## src/rtl/vec_mem_sequencer.sv

```systemverilog
// Serialises 256-bit vector loads/stores from the SIMD processor into 16 lane
// accesses on a 16-bit single-port RAM with registered reads.
module vec_mem_sequencer #(
  parameter int LANES  = 16,
  parameter int LANE_W = 16,
  parameter int ADDR_W = 16
) (
  input  logic                    clk,
  input  logic                    reset,
  input  logic                    vreq,
  input  logic                    src_sel,
  input  logic                    memwrite,
  input  logic [31:0]             dataadr,
  input  logic [LANES*LANE_W-1:0] w_data_b,
  output logic [LANES*LANE_W-1:0] q_b,
  output logic                    stall,
  output logic                    done,
  output logic [ADDR_W-1:0]       ram_addr,
  output logic                    ram_we,
  output logic [LANE_W-1:0]       ram_wdata,
  input  logic [LANE_W-1:0]       ram_rdata
);

  localparam int CW = $clog2(LANES);

  typedef enum logic [2:0] {IDLE, STORE, LOAD, LWAIT, DONE} state_t;

  state_t                    state, next_state;
  logic [ADDR_W-1:0]         base;
  logic                      op;
  logic [LANES*LANE_W-1:0]   data;
  logic [CW-1:0]             cnt;
  logic [CW-1:0]             prev_cnt;
  logic                      accept;
  logic                      last_lane;
  logic                      unused_bits;

  assign accept      = (state == IDLE) && vreq && src_sel;
  assign last_lane   = (cnt == CW'(LANES - 1));
  assign prev_cnt    = cnt - 1'b1;
  assign unused_bits = ^dataadr[31:ADDR_W];

  always_ff @(posedge clk) begin
    if (reset) state <= IDLE;
    else       state <= next_state;
  end

  always_comb begin
    next_state = state;
    case (state)
      IDLE:    if (accept) next_state = memwrite ? STORE : LOAD;
      STORE:   if (last_lane) next_state = DONE;
      LOAD:    if (last_lane) next_state = LWAIT;
      LWAIT:   next_state = DONE;
      DONE:    next_state = IDLE;
      default: next_state = IDLE;
    endcase
  end

  // Read data trails the address by one cycle, so each LOAD cycle captures the
  // previous lane and LWAIT picks up the final one.
  always_ff @(posedge clk) begin
    if (reset) begin
      base <= '0;
      op   <= 1'b0;
      data <= '0;
      cnt  <= '0;
      q_b  <= '0;
    end else begin
      if (accept) begin
        base <= dataadr[ADDR_W-1:0];
        op   <= memwrite;
        data <= w_data_b;
        cnt  <= '0;
      end else if (state == STORE || state == LOAD) begin
        cnt <= cnt + 1'b1;
      end
      if (state == LOAD && cnt != '0)
        q_b[int'(prev_cnt)*LANE_W +: LANE_W] <= ram_rdata;
      if (state == LWAIT)
        q_b[(LANES-1)*LANE_W +: LANE_W] <= ram_rdata;
    end
  end

  always_comb begin
    stall     = accept || state == STORE || state == LOAD || state == LWAIT;
    done      = (state == DONE);
    ram_we    = (state == STORE);
    ram_addr  = '0;
    ram_wdata = '0;
    if (state == STORE || state == LOAD)
      ram_addr = base + {{(ADDR_W-CW){1'b0}}, cnt};
    if (state == STORE)
      ram_wdata = data[int'(cnt)*LANE_W +: LANE_W];
  end

  // op is kept for visibility of the accepted operation; the state encodes it.
  logic unused_op;
  assign unused_op = op;

endmodule

```

## config.mk

```make
export PLATFORM = sky130hd
export DESIGN_NAME = vec_mem_sequencer
export DESIGN_NICKNAME = d
export VERILOG_FILES = /design/src/rtl/vec_mem_sequencer.sv
export SDC_FILE = /design/constraint.sdc
export NUM_CORES = 1
export LEC_CHECK = 0
export BUFFER_PORTS_ARGS = -buffer_cell sky130_fd_sc_hd__clkbuf_2
export CAP_MARGIN = 20
export CELL_PAD_IN_SITES_DETAIL_PLACEMENT = 0
export CELL_PAD_IN_SITES_GLOBAL_PLACEMENT = 2
export CORE_MARGIN = 3
export CORE_UTILIZATION = 28
export CTS_BUF_LIST = sky130_fd_sc_hd__clkbuf_4 sky130_fd_sc_hd__clkbuf_8
export DETAILED_ROUTE_END_ITERATION = 8
export GPL_ROUTABILITY_DRIVEN = 1
export PLACE_DENSITY_LB_ADDON = 0.1
export SETUP_SLACK_MARGIN = 0.3
export SYNTH_ARGS = -nofsm -noshare
export SYNTH_HDL_FRONTEND = slang
export SYNTH_SLANG_ARGS = --single-unit
```

## constraint.sdc

```tcl
create_clock -name clk -period 3.8 [get_ports clk]
set_input_delay 0 -clock clk [delete_from_list [all_inputs] [get_ports clk]]
set_output_delay 0 -clock clk [all_outputs]
set_load 0.02 [all_outputs]
```

==> results list, run 1 <==
* Data required time at the worst endpoint: 3.80 ns
- STA puts the critical path data arrival time at around 3.3 ns.
- Core utilization of the finished layout: 40.4%
* Internal power contribution: roughly 11 mW
- Slowest cell on the critical path: buf_4
* Yosys top cell area share: a little under half
* Kind of launch point of the worst setup path: register
* Total of flip-flops plus latches after synthesis: 535
- Root cell of the clock tree: clkbuf_8
- After detailed routing, the average wire length per cell comes to between 20 and 25 um.
- Final number of hold-violating endpoints: 0
* Wire length of the first global-routing pass: between 100,000 and 150,000 um
- Kind of capture point of the worst setup path: primary output
* Mapped Area: between 20,000 and 25,000 sq um
* Sequential cell area: around 11,000 sq um
- Using the TritonRoute via totals, the vias-per-cell ratio works out to about 4.9.
- Setup repair after global routing missed its margin: yes
- Type of the most critical hold path: input pin to register
* Number of buffers inserted during clock tree synthesis: 101
* Effective utilization at floorplan: around 29%
* Period utilisation layout: 86.3%
- Max-cap violations in this run came to 0.
- TritonCTS built the clock tree.
- Across all hold checks on the routed design, the worst slack comes to between 0.07 and 0.08 ns.
* Setup slack after placement: between 0.15 and 0.2 ns
- After legalization and detailed placement, the total HPWL measured 62,100 um.
- Area occupied by multi-input gates: 10,800 sq um
- Traced cell by cell, the critical path runs through buf_4 -> ha_1 -> fa_1 -> a21o_1 -> a21oi_4 -> or3_1 -> a21oi_1 -> clkbuf_2.
- Entering global routing, the biggest net connects between 150 and 200 pins.
* Net count, final: approximately 3,700
* First-pass detailed-route iteration total: 5
- Between clock sinks in the finished design, the worst skew comes to a little over 0.03 ns.
* Total chip power: approximately 16 mW
- Ranked by total cell area, the synthesized netlist is headed by dfxtp_1, nand2_1, a21oi_1, mux4_2, clkbuf_1.
- In this run, synthesis inferred 0 flip-flops with an integrated enable.
- Nets in the synthesized netlist: ~2,900
- The critical path is of the register to primary output type.
- Slew Viols, Final: 0
- Port buffering added just under 600 buffers.
- Placeable core area: between 70,000 and 80,000 sq um
- For this run, the top clock speed supported by timing is between 300 and 400 MHz.
- Count of H-tree levels built during CTS: 3
- The flow ran to the end, and the final reports show no timing, DRC or antenna violations.
* Maximum VDD drop: 0.253 mV
* Wire length after detailed routing: 92,400 um
* Post-synthesis instance total: 2,614
- The post-route netlist has roughly a quarter of its cells at a drive strength greater than 1.
- The detailed router finished its first iteration with between 1,000 and 1,500 violations.
- Final worst path period need: about 3.3 ns
- Count of boundary I/O pins: 600
* Worst-skew pair later-pin latency: about 0.7 ns
- Commonest cells after routing, fill and taps aside: nand2_1, clkbuf_2, dfxtp_1
- Maximum buffer depth of the clock tree: 3
* Sequential area share after synthesis: 47.9%
* Num Clock Sinks: roughly 540
- Total net switching power: slightly above 5 mW
- Vias in the first global route: approximately 22,000
- Leakage component of the power: roughly 12 nW
- Post-Syn Area per Cell: around 8.5 sq um
- Async set-reset flop share out of synthesis: 0%
- Compared with the post-synthesis result, the final layout area differs by 41.3%.
- In this run, the clock network consumes a little under two fifths of the power.
* Post-synthesis cell type with the largest combined area: dfxtp_1
- Yosys printed 0 warnings.
* Max stage delay on crit path: a little under 0.6 ns
- The filler cells instantiated in the layout total 8,081.
- Clock-pin slew was measured on the worst setup and hold paths at 0.07 ns.
- The die covers around 83,000 sq um.
* Post-DRT Antenna Nets: 0
- Post-synth top flop: dfxtp_1
* Worst Path Max Fanout: 34
- DRC Markers: 0
- Setup violations remaining at the end of the flow were counted as 0.
- Ratio of total power to cell area: 503 nW/um^2
* Combinational cell fraction of total power: 23.3%
- In the global route stage, overall resource usage came out at 21.4%.
- Total via count in the routed design: between 20,000 and 25,000
- Leaving out fill and tap cells, the most frequent cell in the layout is nand2_1.
- Site Rows: roughly 100
* Grt total ovfl: 0
- The worst path meets setup with a little over 0.5 ns of slack.
- The number of antenna violations at the first check in global routing is 16.
- Width of the chip: around 290 um
- Relative contribution of sequential cells to total power: around two fifths
- Global placer's final weighted congestion: 0.795
- The netlist uses 58 different library cells.
- Setup Total Neg Slack: 0 ns
* Share of total power consumed by net switching: around a third
* Transition time at the pin with the least slew margin: about 0.95 ns
- Die Height: roughly 290 um
- Relative slew margins: between 30% and 40%
-- cells in the mapped netlist (6+ instances only) --
| cell | number |
|---|---|
| xnor2_1 | 13 |
| nor2_1 | 23 |
| a32oi_1 | 16 |
| nand3_1 | 137 |
| nand2b_1 | 66 |
| and3_1 | 6 |
| buf_1 | 12 |
| clkbuf_1 | 184 |
| nor3_1 | 13 |
| a22o_1 | 16 |
| ha_1 | 11 |
| buf_2 | 41 |
| nand4_1 | 50 |
| a21oi_1 | 407 |
| o22ai_1 | 16 |
| mux2i_1 | 66 |
| o21ai_0 | 102 |
| nand3b_1 | 32 |
| nor3b_1 | 21 |
| dfxtp_1 | 535 |
| nand2_1 | 688 |
| or4_1 | 16 |
| mux4_2 | 64 |
| o21ai_1 | 13 |
-- kinds of logic (layout without fill, tap and decap cells) --
logic type                 after synthesis  count (layout)  share of synthesized area [%]
DFF                                    535             535                           47.9
xor gates and xnor gates                20              20                          0.969
and+or+nand+nor                       1087            1087                           22.6
buffers and inverters                  245            1136                           4.43
muxes                                  130             130                           9.41
AOI/OAI and AO/OA                      585             585                           14.0
other                                    0              15                              0
adders and majority gates               12              12                          0.705
-- critical path, delay by kind of cell, from the launching register on --
| family | cells | cell delay [ns] |
|---|---|---|
| AO/OA/AOI/OAI | 3 | 0.45 |
| adder cells (fa/ha/maj) | 2 | 0.59 |
| buffers and inverters | 2 | 0.79 |
| flip-flops | 1 | 0.39 |
| AND/OR/NAND/NOR | 1 | 0.35 |
-- registers in the layout, summed over array words and instances (netlist names) --
register  cells
cnt           4
q_b         256
base         16
data        256
state         3
-- cell type report --
cell class	count	area share, %
timing repair buffer	951	21.0
antenna	15	0.119
sequential	535	34.0
clock inverter	15	0.325
tap	1040	4.12
clock buffer	165	6.36
inverter	5	0.0594
multi-input combinational	1834	34.1
-- path summary, 6_finish.rpt --
| check | startpoint | endpoint | slack [ns] | cells after the start |
|---|---|---|---|---|
| setup / recovery | cnt[0]$_SDFFE_PP0P_ | ram_addr[8] | 0.52 | 8 |
| hold / removal | w_data_b[139] | data[139]$_SDFFE_PP0P_ | 0.08 | 4 |
| setup reg to reg | cnt[0]$_SDFFE_PP0P_ | q_b[158]$_SDFFE_PP0P_ | 0.52 | 10 |
| hold reg to reg | q_b[30]$_SDFFE_PP0P_ | q_b[30]$_SDFFE_PP0P_ | 0.45 | 2 |
-- per-layer routing --
| metal | track usage (%) | vias up | share of wire, % |
|---|---|---|---|
| met3 | 4.60 | 175 | 6.1 |
| li1 | - | 10700 | - |
| met5 | 0 | - | 0.050 |
| met2 | 36.5 | 713 | 49 |
| met1 | 26.9 | 10500 | 42 |
| met4 | 6.72 | 8 | 3.1 |
-- through the flow --
stage | instances | cell area, sq um
2_1_floorplan | 2614 | 22400
3_3_place_gp | 4039 | 26100
3_5_place_dp | 4039 | 26100
4_1_cts | 4544 | 31500
5_1_grt | 4555 | 31600
6_report | 4560 | 31600
-- power groups by stage --
stage | registers, mW | clock network [mW] | logic (mW)
2_1_floorplan | 6.33 | 0 | 2.28
3_3_place_gp | 6.39 | 0 | 3.39
3_5_place_dp | 6.41 | 0 | 3.41
4_1_cts | 6.29 | 6.09 | 3.75
5_1_grt | 6.34 | 6.32 | 4.07
6_report | 6.30 | 5.87 | 3.70
-- what timing repair did --
| action | 4_1_cts | 5_1_grt |
|---|---|---|
| resized for setup | 4 | 9 |
| hold buffers | 325 | 0 |
| setup buffers | 0 | 1 |
| endpoints found under the setup margin | 63 | 123 |
| endpoints found under the hold margin | 445 | 0 |
| pin swaps | 1 | 1 |
No activity file was read; power rests on OpenSTA's default activity.
==> run 2, diff against run 1 <==
--- a/config.mk
+++ b/config.mk
@@ -10,7 +10,7 @@
 export CELL_PAD_IN_SITES_DETAIL_PLACEMENT = 0
 export CELL_PAD_IN_SITES_GLOBAL_PLACEMENT = 2
 export CORE_MARGIN = 3
-export CORE_UTILIZATION = 28
+export CORE_UTILIZATION = 30
 export CTS_BUF_LIST = sky130_fd_sc_hd__clkbuf_4 sky130_fd_sc_hd__clkbuf_8
 export DETAILED_ROUTE_END_ITERATION = 8
 export GPL_ROUTABILITY_DRIVEN = 1
==> constraint.sdc (replaced) <==
create_clock -name clk -period 4.23 [get_ports clk]
set_input_delay 0 -clock clk [delete_from_list [all_inputs] [get_ports clk]]
set_output_delay 0 -clock clk [all_outputs]
set_load 0.02 [all_outputs]
==> results list, run 2 (same netlist as run 1, synthesis figures left out) <==
- The placed standard-cell area came to 26,000 sq um (was 26,100 sq um).
- The TritonCTS buffer count is 100 (was 101).
- The overall die width came to 279 um (was 289 um).
- Setup WS post-layout: 0.526 ns (was 0.519 ns)
* Worst Path Max Fanout: 32 (was 34)
- Resize count post-CTS: 0 (was 4)
- Final setup viols: 0 (unchanged)
- The reg-to-reg endpoint is q_b[33]$_SDFFE_PP0P_ (was q_b[158]$_SDFFE_PP0P_).
- Final worst path period need: around 3.7 ns
- Period utilisation layout: about 88%
* Registers with the most flip-flops: data x256, q_b x256, base x16 (unchanged)
* Kind of capture point of the worst setup path: register (was primary output)
- The setup TNS was 0 ns (unchanged).
- The fill cell instance count of the final layout came to 7,526 (was 8,081).
- The vertical die dimension came to 279 um (was 289 um).
* Count of boundary I/O pins: 600 (unchanged)
* DRC Markers: 0 (unchanged)
* Placeable core area: 73,300 sq um (was 78,200 sq um)
* Combinational cell fraction of total power: 22.9% (was 23.3%)
- Port Buf Inserts: 583 (unchanged)
- Worst-skew pair later-pin latency: 0.70 ns (about the same)
- The slowest cell on the critical path is or3_1 (was buf_4).
- Cell depth of the worst min-delay path: 4 (unchanged)
- The combined area of the multi-input logic cells came to 10,700 sq um (was 10,800 sq um).
* Source of the worst register-to-register timing path: cnt[0]$_SDFFE_PP0P_ (unchanged)
* Leading cell type in the layout, fill and taps excluded: nand2_1 (unchanged)
* Wire length after detailed routing: 89,700 um (was 92,400 um)
* DR iter-0 viols: 1,341 (was 1,402)
* Hold-critical path endpoint: data[137]$_SDFFE_PP0P_ (was data[139]$_SDFFE_PP0P_)
- The maximum number of pins on one net before global-route repair came to 190 (was 192).
* Post-layout instance area: 31,500 sq um (was 31,600 sq um)
* Wire length of the first global-routing pass: 134,000 um (was 136,000 um)
- The final weighted congestion in routability-driven placement was 0.792 (was 0.795).
- The sort of element at the start of the critical path is a register (unchanged).
* Site Rows: 99 (was 102)
* Effective utilization at floorplan: 30.5% (was 28.6%)
* Number of antenna violations at the first check in global routing: 13 (was 16)
* Area enclosed by the die boundary: 77,800 sq um (was 83,200 sq um)
* Relative contribution of sequential cells to total power: 39.5% (was 39.7%)
* Post-DRT Antenna Nets: 0 (unchanged)
* Vias in the first global route: 22,200 (was 21,700)
- The depth of the worst register-to-register path is 10 (unchanged).
* Maximum buffer depth of the clock tree: 3 (unchanged)
- The power per cell area was 454 nW/um^2 (was 503 nW/um^2).
- Max Fclk: 270 MHz
* HP Start: w_data_b[137] (was w_data_b[139])
- Crit path DAT: 4.21 ns (was 3.28 ns)
- Setup slack after placement: 0.525 ns (was 0.189 ns)
- The area taken by flip-flops and latches is 10,700 sq um (unchanged).
- The total vias in the final route is 22,200 (was 22,100).
- The total number of clock tree sinks was 535 (unchanged).
- The number of maximum-capacitance violations was 0 (unchanged).
* Global-route total usage across every layer: 22.4% (was 21.4%)
* Max stage delay on crit path: 0.79 ns (was 0.58 ns)
* Core utilization of the finished layout: 43.0% (was 40.4%)
- Max Clock Skew: 0.0383 ns (was 0.0310 ns)
* Clock slew at the register clock pins of the worst setup and hold paths: 0.06 ns (was 0.07 ns)
- The share of cells above drive strength 1 was 25.7% (was 26.0%).
- Internal power contribution: 9.74 mW (was 10.7 mW)
- The worst min-delay path class is input pin to register (unchanged).
- The part of the total power dissipated in the clock network is 37.6% (was 37.0%).
- The worst-case register-to-register setup slack was 0.53 ns (was 0.52 ns).
* Commonest cells after routing, fill and taps aside: nand2_1, clkbuf_2, dfxtp_1 (unchanged)
* Net count, final: 3,760 (was 3,749)
- Transition time at the pin with the least slew margin: 1.01 ns (was 0.952 ns)
- CP cell instances: inv_1 -> ha_1 -> nand2_1 -> nor2_1 -> ha_1 -> and4bb_2 -> nand2_1 -> or3_1 -> nand3b_1 -> o21ai_0 (was buf_4 -> ha_1 -> fa_1 -> a21o_1 -> a21oi_4 -> or3_1 -> a21oi_1 -> clkbuf_2).
- The total number of H-tree levels was 3 (unchanged).
* Slew Viols, Final: 0 (unchanged)
- Detail-routed via count per cell: 4.95 (was 4.85)
- The global route total overflow came to 0 (unchanged).
- The critical path start-end classification is register to register (was register to primary output).
- The clock tree root driver cell is clkbuf_8 (unchanged).
* TritonCTS clock tree: done (unchanged)
- The placed wire-length estimate after detailed placement came to 60,000 um (was 62,100 um).
* Leakage component of the power: 12.2 nW (was 12.1 nW)
* Share of total power consumed by net switching: 32.0% (was 32.5%)
* Setup repair after global routing missed its margin: no (was yes)
- Relative slew margins: 32.8% (was 36.5%)
* Area Overhead vs Synth: 41.0% (was 41.3%)
* First-pass detailed-route iteration total: 7 (was 5)
- The worst path required time came to 4.74 ns (was 3.80 ns).
- Final number of hold-violating endpoints: 0 (unchanged)
- The switching power summed over all nets is 4.58 mW (was 5.16 mW).
- Maximum VDD drop: 0.250 mV (was 0.253 mV)
- The average detailed-routed wire length per instance is 20.0 um (was 20.3 um).
- Run status: finished, final reports clean (unchanged).
==> run 2: repair_timing <==
action                                 in CTS  in global routing
setup buffers                               0                  0
endpoints found under the hold margin     455                  0
hold buffers                              333                  0
==> run 2: layout make-up <==
| cell class | count | area share [%] |
|---|---|---|
| repair buffers | 963 | 21.2 |
| well taps | 959 | 3.81 |
| clock buffers | 164 | 6.37 |
| inverters | 5 | 0.0596 |
| diodes | 11 | 0.0874 |
| flip-flops and latches | 535 | 34.0 |
| clock inverters | 14 | 0.477 |
| multi-input cells | 1834 | 34.0 |
==> run 2: critical path: cells and delay by family, from the launching register on <==
kind | cells | cell delay, ns
adders and majority gates | 2 | 0.88
AOI/OAI and AO/OA | 1 | 0.10
DFF | 1 | 0.40
and+or+nand+nor | 6 | 2.02
buffers and inverters | 1 | 0.12
==> run 2: power by group through the flow <==
stage,combinational [mW],sequential (mW),clock (mW)
after floorplan,2.04,5.69,0
after global placement,2.97,5.74,0
after detailed placement,3.00,5.76,0
after CTS,3.31,5.65,5.56
after global routing,3.61,5.70,5.78
final,3.28,5.65,5.38
==> run 2: worst max path at each step <==
stage / slack, ns / start / to
floorplan: 0.36 / cnt[1]$_SDFFE_PP0P_ / q_b[214]$_SDFFE_PP0P_
global placement: 0.60 / cnt[0]$_SDFFE_PP0P_ / q_b[43]$_SDFFE_PP0P_
detailed placement: 0.53 / cnt[0]$_SDFFE_PP0P_ / q_b[37]$_SDFFE_PP0P_
CTS: 0.51 / cnt[0]$_SDFFE_PP0P_ / q_b[33]$_SDFFE_PP0P_
global route: 0.30 / cnt[0]$_SDFFE_PP0P_ / q_b[43]$_SDFFE_PP0P_
finish: 0.53 / cnt[0]$_SDFFE_PP0P_ / q_b[33]$_SDFFE_PP0P_
==> run 2: metrics by stage <==
step | cells | hold WS [ns] | power [mW]
floorplan | 2614 | 0.136 | 7.73
global placement | 3960 | 0.227 | 8.71
detailed placement | 3962 | 0.229 | 8.76
CTS | 4473 | 0.000270 | 14.5
global route | 4480 | 0.0182 | 15.1
finish | 4485 | 0.0673 | 14.3
==> run 2: routing by layer <==
layer  routed length, um  up-vias  track usage [%]  part of all wire (%)
met5                  42        -                0                 0.047
met4                2980        8             8.08                   3.3
met3                5290      165             5.08                   5.9
met2               44600      654             39.1                    50
met1               36800    10600             26.9                    41
li1                    -    10700                -                     -
==> run 3, diff against run 2 <==
==> constraint.sdc (replaced) <==
create_clock -name clk -period 4.23 [get_ports clk]
set_input_delay 0 -clock clk [delete_from_list [all_inputs] [get_ports clk]]
set_output_delay 0 -clock clk [all_outputs]
set_load 0.05 [all_outputs]
==> results list, run 3 (same netlist as run 1, synthesis figures left out) <==
* Run status: finished, final reports clean (unchanged)
* Data required time at the worst endpoint: 4.86 ns (was 4.74 ns)
* Slew Viols, Final: 0 (unchanged)
- Max Clock Skew: 0.0458 ns (was 0.0383 ns)
- The worst min-delay path class is input pin to register (unchanged).
- The fmax is 268 MHz (was 270 MHz).
* Num Clock Sinks: 535 (unchanged)
- The vertical die dimension came to 279 um (unchanged).
* Ratio of total power to cell area: 458 nW/um^2 (was 454 nW/um^2)
- The critical path start-end classification was register to register (unchanged).
- Maximum VDD drop: 0.228 mV (was 0.250 mV)
- The number of global-route vias before repair came to 21,900 (was 22,200).
- Sequential cell area: 10,700 sq um (unchanged)
* Final number of hold-violating endpoints: 0 (unchanged)
- Post-DR wirelength/cell: 20.0 um (about the same)
- DR iter-0 viols: 1,464 (was 1,341)
- The data arrival time of the critical path is 4.36 ns (was 4.21 ns).
* Share of post-route cells with drive strength above 1: 25.9% (was 25.7%)
- Reported max-cap violation count: 0 (unchanged)
- Maximum buffer depth of the clock tree: 3 (unchanged)
- Net count, final: 3,723 (was 3,760)
* Count of H-tree levels built during CTS: 3 (unchanged)
- The wire length of the first global-routing pass was 133,000 um (was 134,000 um).
- Total via count in the routed design: 21,900 (was 22,200)
* Count of boundary I/O pins: 600 (unchanged)
- TritonCTS clock tree: done (unchanged)
- The final critical-path required period came to 3.73 ns (was 3.70 ns).
- The final weighted congestion in routability-driven placement came to 0.795 (was 0.792).
- Worst Path Max Fanout: 16 (was 32)
- Kind of capture point of the worst setup path: register (unchanged)
- The fill cell instance count of the final layout is 7,513 (was 7,526).
* Detail-routed via count per cell: 4.92 (was 4.95)
- Setup Total Neg Slack: 0 ns (unchanged)
- DRC Markers: 0 (unchanged)
- The sort of element at the start of the critical path is a register (unchanged).
- First-pass detailed-route iteration total: 5 (was 7)
* Largest net degree at the start of global routing: 180 (was 190)
- Root cell of the clock tree: clkbuf_8 (unchanged)
* CP cell instances: inv_1 -> ha_1 -> nand2_1 -> nor2_1 -> ha_1 -> inv_1 -> nor3_4 -> nand4_1 -> a21oi_1 -> dlygate4sd3_1 (was inv_1 -> ha_1 -> nand2_1 -> nor2_1 -> ha_1 -> and4bb_2 -> nand2_1 -> or3_1 -> nand3b_1 -> o21ai_0)
- The number of core rows was 99 (unchanged).
- The number of antenna violations at the first check in global routing was 11 (was 13).
- The highest cell delay on the worst timing path is 0.61 ns (was 0.79 ns).
- The total detailed-routing wirelength is 89,000 um (was 89,700 um).
- The global route total overflow is 0 (unchanged).
- Port Buf Inserts: 583 (unchanged)
- The clock slew at the register clock pins of the worst setup and hold paths is 0.06 ns (about the same).
- Leading cell type in the layout, fill and taps excluded: nand2_1 (unchanged)
- Area Overhead vs Synth: 39.3% (was 41.0%)
- The overall die area was 77,800 sq um (unchanged).
- The placed wire-length estimate after detailed placement came to 59,700 um (was 60,000 um).
* Area occupied by multi-input gates: 10,700 sq um (about the same)
* Period utilisation layout: 88.2% (was 87.6%)
- Post-DRT Antenna Nets: 0 (unchanged)
- The clock latency reported for the late side of the worst-skew pair was 0.70 ns (about the same).
- Final setup viols: 0 (unchanged)
- Registers with the most flip-flops: data x256, q_b x256, base x16 (unchanged).
- Global-route total usage across every layer: 22.1% (was 22.4%)
- Setup repair after global routing missed its margin: no (unchanged)
- Number of buffers inserted during clock tree synthesis: 98 (was 100)
- The slowest cell on the critical path is nor3_4 (was or3_1).
- Width of the chip: 279 um (unchanged)
- Commonest cells after routing, fill and taps aside: nand2_1, clkbuf_2, dfxtp_1 (unchanged)
* Total chip power: 14.3 mW (about the same)
- Leakage component of the power: 12.0 nW (was 12.2 nW)
- The slew of the pin with the lowest slew margin is 1.07 ns (was 1.01 ns).
* Effective utilization at floorplan: 30.5% (unchanged)
- Relative slew margins: 28.8% (was 32.8%)
- The placeable core region is 73,300 sq um (unchanged).
-- run 3: changes by cell type in the layout (fill, tap and decap cells not counted), moves of 2 or more --
cell	previous run	this run
dlygate4sd3_1	333	302
buf_4	40	35
clkinv_2	7	11
buf_12	4	6
clkbuf_8	124	121
diode_2	11	8
-- run 3: worst paths after layout --
path / from / to / slack (ns) / cells after the start
setup / recovery: cnt[0]$_SDFFE_PP0P_ / q_b[81]$_SDFFE_PP0P_ / 0.50 / 10
hold / removal: w_data_b[100] / data[100]$_SDFFE_PP0P_ / 0.07 / 4
setup reg to reg: cnt[0]$_SDFFE_PP0P_ / q_b[81]$_SDFFE_PP0P_ / 0.50 / 10
hold reg to reg: data[87]$_SDFFE_PP0P_ / data[87]$_SDFFE_PP0P_ / 0.45 / 2
-- run 3: layout make-up --
| class | count | area share [%] |
|---|---|---|
| antenna | 8 | 0.0643 |
| clock buffer | 160 | 6.29 |
| clock inverter | 18 | 0.482 |
| inverter | 5 | 0.0603 |
| multi-input combinational | 1834 | 34.4 |
| sequential | 535 | 34.4 |
| tap | 959 | 3.86 |
| timing repair buffer | 928 | 20.4 |
-- run 3: critical path: cells and delay by family (launching register included) --
family | cells | cell delay (ns)
AND/OR/NAND/NOR | 4 | 1.26
flip-flops | 1 | 0.40
buffers and inverters | 3 | 0.96
AO/OA/AOI/OAI | 1 | 0.19
adder cells (fa/ha/maj) | 2 | 0.87
-- run 3: metal layers --
layer  track usage (%)  routed length (um)  up-vias  part of all wire, %
li1                  -                   -    10600                    -
met1              27.1               37700    10500                   42
met2              38.6               43900      602                   49
met3              4.66                4650      156                  5.2
met4              7.16                2650       10                  3.0
met5                 0                  62        -                0.070
-- run 3: repair_timing --
| action | 4_1_cts | 5_1_grt |
|---|---|---|
| hold buffers | 302 | 0 |
| setup endpoints to repair | 0 | 2 |
| setup buffers | 0 | 0 |
| endpoints found under the hold margin | 458 | 0 |
| resized for setup | 0 | 1 |
-- run 3: where the power goes --
| group | switching (mW) | total [mW] | internal, mW |
|---|---|---|---|
| registers | 0.224 | 5.65 | 5.42 |
| clock network | 2.29 | 5.29 | 2.99 |
| logic | 2.19 | 3.33 | 1.13 |
| total | 4.71 | 14.3 | 9.55 |
-- run 3: through the flow --
stage	cell area (sq um)	setup slack, ns	hold WS (ns)	cells	utilization, %
after detailed placement	26000	0.563	0.229	3959	35.4
final	31100	0.498	0.0673	4447	42.4
after floorplan	22300	0.357	0.136	2614	-
after global routing	31100	0.331	0.0240	4444	42.4
after CTS	31100	0.506	0.0000750	4439	42.4
after global placement	25900	0.622	0.224	3957	35.4
